--- src/rtl/lcd_pkg.sv ---
// Shared constants and FSM encoding for the LCD screen composer.
package lcd_pkg;

    localparam logic [7:0] CHAR_SPACE = 8'h20;

    // Widest line the blank helper covers; the composer slices what it needs.
    localparam int MAX_COLS = 64;
    localparam logic [MAX_COLS*8-1:0] BLANK_LINE = {MAX_COLS{CHAR_SPACE}};

    typedef enum logic {
        ST_SHOW  = 1'b0,
        ST_BLANK = 1'b1
    } lcd_state_e;

endpackage

--- src/rtl/lcd_blink_gen.sv ---
// Blink phase generator: phase starts at 1 and toggles every BLINK_TICKS mclk cycles.
module lcd_blink_gen #(
    parameter int BLINK_TICKS = 10_000_000
) (
    input  logic mclk,
    input  logic rst,
    input  logic restart,
    output logic phase
);

    localparam int CW = (BLINK_TICKS > 1) ? $clog2(BLINK_TICKS) : 1;

    logic [CW-1:0] cnt_q, cnt_d;
    logic          phase_q, phase_d;

    always_comb begin
        cnt_d   = cnt_q + CW'(1);
        phase_d = phase_q;
        if (restart) begin
            cnt_d   = '0;
            phase_d = 1'b1;
        end else if (int'(cnt_q) >= BLINK_TICKS - 1) begin
            cnt_d   = '0;
            phase_d = ~phase_q;
        end
    end

    // NOTE: state registers use non-blocking assignments so every flop samples pre-edge values.
    always_ff @(posedge mclk) begin
        if (rst) begin
            cnt_q   <= '0;
            phase_q <= 1'b1;
        end else begin
            cnt_q   <= cnt_d;
            phase_q <= phase_d;
        end
    end

    assign phase = phase_q;

endmodule

--- src/rtl/lcd_screen_composer.sv ---
// Selects one of NSCR two-line screens, blanks after changes, latches a frame per frame_req.
// Optional blink masking is built only when LCD_COMPOSER_BLINK_EN is defined.
module lcd_screen_composer
    import lcd_pkg::*;
#(
    parameter int COLS         = 16,
    parameter int NSCR         = 6,
    parameter int BLINK_TICKS  = 10_000_000,
    parameter int BLANK_FRAMES = 1
) (
    input  logic                       mclk,
    input  logic                       rst,
    input  logic [$clog2(NSCR)-1:0]    scr_sel,
    input  logic [NSCR*COLS*8-1:0]     scr_lineA,
    input  logic [NSCR*COLS*8-1:0]     scr_lineB,
    input  logic [2*COLS-1:0]          blink_mask,
    input  logic                       frame_req,
    output logic [COLS*8-1:0]          lineA,
    output logic [COLS*8-1:0]          lineB,
    output logic                       frame_ack,
    output logic [$clog2(NSCR)-1:0]    cur_scr
);

    localparam int SW = $clog2(NSCR);
    localparam int LW = COLS * 8;
    localparam int BW = (BLANK_FRAMES > 0) ? $clog2(BLANK_FRAMES + 1) : 1;
    localparam logic [LW-1:0] SPACES = BLANK_LINE[LW-1:0];

    lcd_state_e       state_q, state_d;
    logic [LW-1:0]    line_a_q, line_a_d, line_b_q, line_b_d;
    logic             ack_q, ack_d;
    logic [SW-1:0]    cur_q, cur_d;
    logic [BW-1:0]    bcnt_q, bcnt_d;

    logic             sel_change;
    logic             vis;
    logic [2*COLS-1:0] mask_eff;
    logic [SW-1:0]    comp_sel;
    logic [LW-1:0]    comp_a, comp_b;

    assign sel_change = (int'(scr_sel) < NSCR) && (scr_sel != cur_q);

`ifdef LCD_COMPOSER_BLINK_EN
    logic blink_phase;

    lcd_blink_gen #(
        .BLINK_TICKS (BLINK_TICKS)
    ) u_blink (
        .mclk    (mclk),
        .rst     (rst),
        .restart (sel_change),
        .phase   (blink_phase)
    );

    // A frame coincident with a screen change shows the new screen in its visible phase.
    assign vis      = sel_change ? 1'b1 : blink_phase;
    assign mask_eff = blink_mask;
`else
    logic unused_blink_mask;
    assign unused_blink_mask = ^blink_mask;
    assign vis      = 1'b1;
    assign mask_eff = '0;
`endif

    function automatic logic [LW-1:0] compose(
        input logic [NSCR*LW-1:0] src,
        input logic [SW-1:0]      sel,
        input logic [COLS-1:0]    mask,
        input logic               phase
    );
        logic [LW-1:0] line;
        line = '0;
        for (int i = 0; i < COLS; i++) begin
            line[i*8 +: 8] = (mask[i] && !phase) ? CHAR_SPACE
                                                 : src[(int'(sel) * COLS + i) * 8 +: 8];
        end
        return line;
    endfunction

    assign comp_sel = sel_change ? scr_sel : cur_q;
    assign comp_a   = compose(scr_lineA, comp_sel, mask_eff[COLS-1:0], vis);
    assign comp_b   = compose(scr_lineB, comp_sel, mask_eff[2*COLS-1:COLS], vis);

    // NOTE: every always_comb output gets a default first so no latch can be inferred.
    always_comb begin
        state_d  = state_q;
        cur_d    = cur_q;
        bcnt_d   = bcnt_q;
        line_a_d = line_a_q;
        line_b_d = line_b_q;
        ack_d    = 1'b0;

        if (sel_change) begin
            cur_d   = scr_sel;
            bcnt_d  = '0;
            state_d = (BLANK_FRAMES == 0) ? ST_SHOW : ST_BLANK;
            if (frame_req) begin
                ack_d = 1'b1;
                if (BLANK_FRAMES == 0) begin
                    line_a_d = comp_a;
                    line_b_d = comp_b;
                end else begin
                    line_a_d = SPACES;
                    line_b_d = SPACES;
                    bcnt_d   = BW'(1);
                    if (BLANK_FRAMES <= 1) state_d = ST_SHOW;
                end
            end
        end else if (frame_req) begin
            ack_d = 1'b1;
            case (state_q)
                ST_SHOW: begin
                    line_a_d = comp_a;
                    line_b_d = comp_b;
                end
                ST_BLANK: begin
                    line_a_d = SPACES;
                    line_b_d = SPACES;
                    bcnt_d   = bcnt_q + BW'(1);
                    if (int'(bcnt_q) + 1 >= BLANK_FRAMES) state_d = ST_SHOW;
                end
                default: state_d = ST_SHOW;
            endcase
        end
    end

    always_ff @(posedge mclk) begin
        if (rst) begin
            state_q  <= ST_SHOW;
            cur_q    <= '0;
            bcnt_q   <= '0;
            line_a_q <= SPACES;
            line_b_q <= SPACES;
            ack_q    <= 1'b0;
        end else begin
            state_q  <= state_d;
            cur_q    <= cur_d;
            bcnt_q   <= bcnt_d;
            line_a_q <= line_a_d;
            line_b_q <= line_b_d;
            ack_q    <= ack_d;
        end
    end

    assign lineA     = line_a_q;
    assign lineB     = line_b_q;
    assign frame_ack = ack_q;
    assign cur_scr   = cur_q;

endmodule

--- config.mk ---
export PLATFORM = sky130hd
export DESIGN_NAME = lcd_screen_composer
export DESIGN_NICKNAME = d
export VERILOG_FILES = /design/src/rtl/lcd_pkg.sv /design/src/rtl/lcd_blink_gen.sv /design/src/rtl/lcd_screen_composer.sv
export SDC_FILE = /design/constraint.sdc
export NUM_CORES = 1
export LEC_CHECK = 0
export CORE_AREA = 2 2 717 719
export CTS_CLUSTER_DIAMETER = 80
export DETAILED_ROUTE_END_ITERATION = 8
export DIE_AREA = 0 0 719 721
export PLACE_DENSITY_LB_ADDON = 0.12
export SYNTH_ARGS = -nofsm -noshare
export SYNTH_HDL_FRONTEND = slang
export SYNTH_SLANG_ARGS = --single-unit
export TNS_END_PERCENT = 30
--- constraint.sdc ---
create_clock -name mclk -period 2.1 [get_ports mclk]
set_input_delay 0.42 -clock mclk [delete_from_list [all_inputs] [get_ports mclk]]
set_output_delay 0.42 -clock mclk [all_outputs]
set_load 0.02 [all_outputs]
==> metrics.md, run 1 <==
| Metric | Value |
|---|---|
| DRC viols | `0` |
| Max Slew Vio Count | `0` |
| Clk sinks | `261` |
| Via count of the first global-routing pass | `32,840` |
| Cells after Synth | `2,385` |
| Kind of critical path | `reg2reg` |
| Unrepaired setup endpoints after global routing | `yes` |
| Clk slew on worst S/H paths | `0.05 ns` |
| Crit-path cells | `buf_6 > buf_6 > mux2i_4 > buf_12 > buf_16 > buf_4 > nand2_1 > a31oi_1 > a32o_1` |
| Reg2Reg Setup Slack | `-0.14 ns` |
| Worst Path Arrival | `2.91 ns` |
| Routed WL | `386,600 um` |
| Worst-margin pin slew | `0.6762 ns` |
| HPWL after DPL | `328,500 um` |
| Initial antenna violation count | `276` |
| Area of the core | `0.5110 mm2` |
| Post-Syn Nets | `3,959` |
| Hold Path Class | `in2reg` |
| Pre-antenna DRT Iters | `5` |
| Synth warnings | `0` |
| Most frequent CP cell | `buf_6` |
| Initial Util | `3.605%` |
| Area delta synth->final | `203.3%` |
| GP Congestion | `0.9267` |
| TritonCTS Buffers | `56` |
| Filler cells | `58,910` |
| Avg WL per Cell | `33.86 um` |
| Vias per inst | `2.798` |
| Worst Setup End Kind | `flop` |
| Power, Total | `27.43 mW` |
| Die Wd | `719 um` |
| Critical Path Fanout Max | `11` |
| Root Driver | `clkbuf_16` |
| Final Cycle Share | `106.5%` |
| Final setup margin | `-0.1355 ns` |
| Slowest cell on crit path | `dfxtp_4` |
| Clock Tree Buf Depth | `3` |
| Slowest Stage Delay on Critical Path | `0.37 ns` |
| Global route overflow | `0` |
| DR vias | `31,950` |
| # hold bufs at CTS | `0` |
| Largest delay share family, worst path | `buffers and inverters` |
| Adder-cell share of the synthesized area | `0%` |
| Sequential share of the synthesized area | `28.36%` |
| Std-Cell Rows | `263` |
| Multiplexer share of the synthesized area | `13.75%` |
| # Max-Cap Violations | `0` |
| Top Ports | `1,834` |
| Outcome | `complete, but fails checks` |
| Clock Latency Late Sink | `0.75 ns` |
| Final #Nets | `6,111` |
| Buf+Inv Stages, Crit Path | `5` |
| Final hold viol count | `0` |
| Synthesized area | `0.01842 mm2` |
| Port bufs | `1,801` |
| Main combinational cell family by area after synthesis | `compound AO/OA/AOI/OAI gates` |
| Largest net degree at the start of global routing | `35` |
| Die ar. | `0.5184 mm2` |
| Power density over cell area | `491.0 mW/mm2` |
| TNS Setup | `-1.673 ns` |
| #FFs+latches synth | `261` |
| Final setup vio count | `72` |
| Data required, critical path | `2.77 ns` |
| Syn avg cell area | `7.724 um2` |
| Setup crit start kind | `flop` |
| DR iter-0 viols | `1,950` |
| Pleak | `19.13 nW` |
| TritonCTS clock tree | `done` |
| Failing checks | `setup timing` |
| Htree depth | `2` |
| Max frequency | `447.3 MHz` |
| Top routing layer used | `met5` |
| Worst VDD drop | `0.0007287 V` |
| XOR/XNOR share of the synthesized area | `0.04754%` |
| Max_slew headroom | `54.78%` |
| Total track usage | `14.19%` |
| Distinct cells, synth | `34` |
| Simple-Gate Fraction of Synth Area | `24.91%` |
| Min Tclk post-route | `2.236 ns` |
| Die Span Y | `721 um` |
| Compound-Gate Fraction of Synth Area | `26.27%` |
| First-pass GRT wire length | `460,600 um` |
| Skew final | `0.04074 ns` |
| Final ANT Viol Nets | `0` |
| Routed length on met3 | `28,880 um` |
| Metal-1 WL | `159,600 um` |
| Layout cells sized above 1 | `26.11%` |
| DR WL met2 | `188,500 um` |
[layer usage]
metal / track usage (%) / vias to the layer above
met2: 25.03 / 1621
met5: 0 / -
met1: 16.87 / 15970
met4: 2.108 / 104
li1: - / 13730
met3: 4.772 / 523
[final cells by class]
type	instances	area, um2	share of cell area (%)
tap	6757	8454	15.13
antenna	77	192.7	0.3449
clock buffer	74	1559	2.790
inverter	2	7.507	0.01344
clock inverter	31	464.2	0.8308
multi-input combinational	1835	14580	26.09
sequential	261	5241	9.380
timing repair buffer	2381	25380	45.42
[cell usage after synthesis]
master    instances  area share, %
a21boi_1          1          0.041
a21oi_1          65            1.8
a221o_1          62            3.4
a221oi_1          1          0.048
a31oi_1         193            6.6
a32o_1          162            8.8
a32oi_1           2          0.095
and2_1            2          0.068
buf_1            20           0.41
buf_2            45            1.2
buf_4             3           0.12
buf_6            10           0.61
clkbuf_1        209            4.3
dfxtp_1         261             28
inv_1             2          0.041
mux2_2           33            2.0
mux2_4            1          0.081
mux2i_1           3           0.16
mux4_2           94             11
nand2_1         511             10
nand2b_1          2          0.068
nand3_1         484             13
nand3b_1          2          0.081
nor2_1           45           0.92
nor2b_1           1          0.034
nor3_1            2          0.054
o21a_1            1          0.041
o21ai_0           1          0.027
o21ai_1           2          0.054
o22ai_1         161            5.5
or2_2             1          0.034
or3b_2            1          0.048
or4_1             1          0.041
xnor2_1           1          0.048
[where the power goes]
group	switching, mW	internal (mW)
Clock	4.02	6.33
Combinational	5.76	5.92
Sequential	0.197	5.20
[registers in the layout (all words and copies together) (netlist names)]
register,flops
state_q,1
lineA,128
cur_scr,3
frame_ack,1
lineB,128
[worst min-delay path: stages]
cell	delay (ns)
clkdlybuf4s50_1	0.48
buf_4	0.15
nor2_1	0.05
[logic make-up (layout without fill, tap and decap cells)]
| kind of cell | count (synthesis) | count (layout) |
|---|---|---|
| AND/OR/NAND/NOR | 1052 | 1052 |
| multiplexers | 131 | 131 |
| AO/OA/AOI/OAI | 651 | 651 |
| other | 0 | 77 |
| XOR/XNOR | 1 | 1 |
| flip-flops | 261 | 261 |
| buffers and inverters | 289 | 2488 |
[stage by stage]
step / util [%] / setup slack [ns] / cell area, um2 / hold slack [ns] / instances
finish: 10.93 / -0.1355 / 55870 / 0.3891 / 11420
floorplan: - / -0.09292 / 18480 / 0.4322 / 2385
global route: 10.90 / -0.1266 / 55720 / 0.3412 / 11360
detailed placement: 9.454 / -1.407 / 48320 / 0.4528 / 11120
CTS: 10.53 / -0.1369 / 53820 / 0.2723 / 11310
global placement: 9.454 / -1.453 / 48320 / 0.4512 / 11120
[worst paths after layout]
kind / start / end / depth (start not counted)
hold reg to reg: lineA[55] / lineA[55] / 1
setup reg to reg: cur_scr[0] / lineB[96] / 9
hold / removal: rst / cur_scr[2] / 3
setup / recovery: cur_scr[0] / lineB[96] / 9
[cells in the final DEF (no fill, tap or decap), drive strengths merged, types with 9 or more instances in the layout]
master,instances
a32o,162
clkinv,10
diode,77
o22ai,161
clkinvlp,10
nand2,511
mux4,94
a21oi,65
dlygate4sd2,156
nor2,45
a221o,62
mux2,34
clkbuf,82
clkdlybuf4s15,51
bufinv,9
dfxtp,261
a31oi,193
buf,611
clkdlybuf4s50,1541
nand3,484
[what timing repair did]
action                                  CTS  global route
pin swaps                                73            82
endpoints found under the setup margin  462           265
buffers inserted                         77            48
resized for setup                       674           297
cloned                                   34             8
Note: power is estimated with default switching activity, not from simulation.
==> inputs of run 2 (changes only) <==
--- a/config.mk
+++ b/config.mk
@@ -5,6 +5,7 @@
 export SDC_FILE = /design/constraint.sdc
 export NUM_CORES = 1
 export LEC_CHECK = 0
+export CAP_MARGIN = 25
 export CORE_AREA = 2 2 717 719
 export CTS_CLUSTER_DIAMETER = 80
 export DETAILED_ROUTE_END_ITERATION = 8
==> results of run 2 <==
Final layout, timing and power as in run 1 (identical DEF).
==> inputs of run 3 (changes only) <==
--- a/config.mk
+++ b/config.mk
@@ -10,6 +10,7 @@
 export CTS_CLUSTER_DIAMETER = 80
 export DETAILED_ROUTE_END_ITERATION = 8
 export DIE_AREA = 0 0 719 721
+export HOLD_SLACK_MARGIN = 0.02
 export PLACE_DENSITY_LB_ADDON = 0.12
 export SYNTH_ARGS = -nofsm -noshare
 export SYNTH_HDL_FRONTEND = slang
==> results of run 3 <==
Final layout, timing and power as in run 1 (identical DEF).
==> edit 1: new RTL, config.mk and constraints of run 2 <==
Change the parameter `NSCR` from 6 to 3.
--- a/src/rtl/lcd_screen_composer.sv
+++ b/src/rtl/lcd_screen_composer.sv
@@ -4,7 +4,7 @@
     import lcd_pkg::*;
 #(
     parameter int COLS         = 16,
-    parameter int NSCR         = 6,
+    parameter int NSCR         = 3,
     parameter int BLINK_TICKS  = 10_000_000,
     parameter int BLANK_FRAMES = 1
 ) (
Interface: changed (resized cur_scr, scr_lineA, scr_lineB and scr_sel); port bits go from 1834 to 1064. No check against the original RTL was run, so the function may have changed too.
==> edit 1 against run 2 <==
- clock power up 15%
- non-clock buffer count down 1171
- worst setup slack gained 200 ps
- synthesized area down 2.6%
- combinational power decreased by 48%
- critical path depth down 2
- hold slack got worse by 130 ps
- critical path type unchanged
- routed wire length shrank 52%
- power decreased by 14%
- design area down 28%
- synthesized cell count fell by 2.6%
- sequential cell count decreased by 1
- via count shrank 27%
==> edit 1: results (changes against run 2) <==
number of global-route vias before repair=23900 (was 32800); Reg area=5220 µm² (was 5240 µm²); Synth Area in XOR/XNOR=0% (was 0.0475%); Non-Clock Buffer Area Fraction=30.7% (was 45.4%); crit-path max FO=21 (was 11); crit path DAT=2710 ps (was 2910 ps); CTS sink cnt=260 (was 261); Hold Crit Start=scr_lineB[262] (was rst); Max VDD drop=0.000452 V (was 0.000729 V); net count after synthesis=3127 (was 3959); worst clock skew=93.6 ps (was 40.7 ps); cell count of the worst reg-to-reg path=7 (was 9); worst-skew pair later-pin latency=810 ps (was 750 ps); first-pass GRT wire length=242000 µm (was 461000 µm); Leakage=12.9 nW (was 19.1 nW); ClkCell Share=6.03% (was 3.62%); CP max-delay cell=a222oi_1 (was dfxtp_4); global placement routability congestion=0.742 (was 0.927); seq pwr=0.00544 W (was 0.00540 W); # clk buffers=98 (was 74); fin area=40100 µm² (was 55900 µm²); #MultiIn Comb=1805 (was 1835); pin count of the biggest net entering global routing=87 (was 35); register area share after synthesis=29.0% (was 28.4%); Non-clk bufs=1210 (was 2381); n_diodes=37 (was 77); filler cell count=59700 (was 58900); synth warn=0 (unchanged); Compound-Gate Fraction of Synth Area=37.0% (was 26.3%); kind of cell adding the most delay to the critical path=compound AO/OA/AOI/OAI gates (was buffers and inverters); HP Class=in -> reg (unchanged); initial drt markers=1092 (was 1950); Num CTS Buffers=73 (was 56); Final #Nets=4157 (was 6111); top cells by count, synth=260 x dfxtp_1, 256 x nand2_1, 254 x o21ai_0 (was 511 x nand2_1, 484 x nand3_1, 261 x dfxtp_1); DR vias=23300 (was 31900); CP max stage delay=520 ps (was 370 ps); CTS root buffer=clkbuf_16 (unchanged); Worst-Margin Slew=724 ps (was 676 ps); final WL=187000 µm (was 387000 µm); Pre-Repair DR Iteration Count=6 (was 5); Yosys cell types=35 (was 34); hold endpoint=lineB[6] (was cur_scr[2]); CTS H-Tree Depth=3 (was 2); multi-input logic area=11600 µm² (was 14600 µm²); run status=finished clean (was complete, but fails checks); mux cell area share after synthesis=14.1% (was 13.8%); clk pwr=0.0120 W (was 0.0104 W); worst r2r dst=lineB[30] (was lineB[96]); gr usage total=6.89% (was 14.2%); Placed Area=37700 µm² (was 48300 µm²); switching power=0.00769 W (was 0.00998 W); initial antenna violation count=125 (was 276); layout cell share with drive strength beyond 1=20.0% (was 26.1%); R2R setup slack=70 ps (was -140 ps); DP HPWL=146000 µm (was 329000 µm); hold depth=3 (unchanged); maximum clock insertion buffer count=4 (was 3); Buffers on Ports=1031 (was 1801); top cells by area, synth=dfxtp_1 29%, mux2_2 14%, o22ai_1 7.1% (was dfxtp_1 28%, nand3_1 13%, mux4_2 11%)
[edit 1: cell types whose count changed in the layout (fill, tap and decap cells not counted), moves of 94 or more]
cell,run 2,this run
nand3_1,421,0
buf_4,330,123
o31ai_1,0,104
mux2_2,33,224
o22ai_1,68,204
a21oi_1,50,237
o31ai_2,0,100
o21ai_0,1,253
nand2_1,491,254
nor2_1,40,237
a32o_1,162,0
clkdlybuf4s50_1,1541,770
mux4_2,94,0
[edit 1: metal layers]
layer	GRT usage (%)	vias to the layer above	share of wire, %
met5	0	-	0.21
met4	1.93	62	2.5
met3	2.34	290	7.0
met2	12.8	804	52
met1	7.38	11300	38
li1	-	10800	-
[edit 1: how the worst max path moves through the flow]
stage | end | slack (ps)
global route | lineB[30] | -30
detailed placement | lineB[28] | -450
finish | lineB[30] | 70
CTS | cur_scr[0] | -4
floorplan | lineB[17] | 310
global placement | lineB[23] | -490
[edit 1: through the flow]
step	setup WS [ps]	instances	hold slack, ps	TNS, ps	power, W
2_1_floorplan	310	2322	496	0	0.00790
3_3_place_gp	-491	10000	437	-74070	0.0120
3_5_place_dp	-452	10000	438	-61050	0.0120
4_1_cts	-4.32	10200	135	-4.32	0.0246
5_1_grt	-25.8	10200	205	-25.8	0.0249
6_report	65.4	10200	263	0	0.0235
[edit 1: timing repair]
item,4_1_cts,5_1_grt
setup endpoints to repair,264,35
hold buffers,1,0
setup buffers,1,0
endpoints found under the hold margin,3,0
gates cloned,1,0
pin swaps,1,0
gates resized for setup,330,5
[edit 1: cell families after synthesis]
kind of cell	Yosys count
and+or+nand+nor	573
DFF	260
buffers and inverters	257
muxes	224
AOI/OAI and AO/OA	1008
==> edit 2: new RTL, settings of run 2 <==
Made on the original files. Make the reset (`rst`) asynchronous in one clocked block.
--- a/src/rtl/lcd_screen_composer.sv
+++ b/src/rtl/lcd_screen_composer.sv
@@ -124,7 +124,7 @@
         end
     end
 
-    always_ff @(posedge mclk) begin
+    always_ff @(posedge mclk or posedge rst) begin
         if (rst) begin
             state_q  <= ST_SHOW;
             cur_q    <= '0;
Check against the original RTL: not settled (the Yosys comparison gave no result); the edit may change what the design does.
==> edit 2 against run 2 <==
- first-iteration DRC count shrank 23%
- register-to-register slack worse by 70 ps
- synthesized area is 13% higher
- worst setup slack worse by 160 ps
- sequential share of layout area up 2.3 points
- design area grew 0.93%
- power grew 3.5%
- sequential cell count unchanged
- the run still ends with setup timing left
- largest power group unchanged
- clock skew is 9.9 ps higher
- critical path depth increased by 2
- combinational power increased by 5%
- routed wire length fell by 4.3%
==> edit 2: results (changes against run 2) <==
pin count of the biggest net entering global routing=71 (was 35); Setup-failing EPs final=294 (was 72); filler cell count=58700 (was 58900); Num CTS Buffers=60 (was 56); layout cell share with drive strength beyond 1=30.2% (was 26.1%); final core utilization=11.0% (was 10.9%); fin worst setup slack=-291 ps (was -136 ps); postcts setup bufs=50 (was 77); met2 WL post-DR=190000 µm (was 189000 µm); Non-Filler Instances=11100 (was 11400); top cells by area, synth=dfrtp_1 27%, mux4_2 18%, mux2i_1 6.4% (was dfxtp_1 28%, nand3_1 13%, mux4_2 11%); global placement routability congestion=0.923 (was 0.927); switching power=0.0104 W (was 0.00998 W); seq pwr=0.00595 W (was 0.00540 W); net count after synthesis=3724 (was 3959); first-pass GRT wire length=438000 µm (was 461000 µm); met3 wire length=35200 µm (was 28900 µm); Cells after Synth=2150 (was 2385); failing checks=setup timing (unchanged); Startpoint Class=primary input (was register); cell count of the worst reg-to-reg path=10 (was 9); Resize count post-CTS=696 (was 674); run status=complete, but fails checks (unchanged); Yosys cell types=37 (was 34); CP max-delay cell=clkdlybuf4s50_1 (was dfxtp_4); ys flop type=dfrtp_1 (was dfxtp_1); worst clock skew=50.6 ps (was 40.7 ps); register area share after synthesis=31.4% (was 28.4%); Max VDD drop=0.000733 V (was 0.000729 V); pre-CTS WS=-1800 ps (was -1410 ps)
==> edit 2: cell types whose count changed after synthesis, sizes merged, moves of 91 or more <==
cell           run 2  this run
a31oi            193         0
a32o             162         0
clkbuf           209       118
dfrtp              0       229
dfxtp            261         0
inv                2       142
mux2i              3       135
nand2            511       317
nand3            484        90
nor2              45       156
o221ai             0       135
o22ai            161         1
==> edit 2: layout make-up <==
class	instances	area share, %
clock buffer	87	3.13
inverter	142	0.998
clock inverter	25	0.444
timing repair buffer	2283	42.5
multi-input combinational	1535	26.0
timing repair inverter	1	0.0532
sequential	261	11.7
tap	6757	15.0
antenna	43	0.191
==> edit 2: cells by family after synthesis <==
logic type / after synthesis / synth area share (%)
AND/OR/NAND/NOR: 660 / 13.5
AO/OA/AOI/OAI: 450 / 16.3
multiplexers: 424 / 31.0
buffers and inverters: 354 / 7.67
flip-flops: 261 / 31.4
XOR/XNOR: 1 / 0.0419
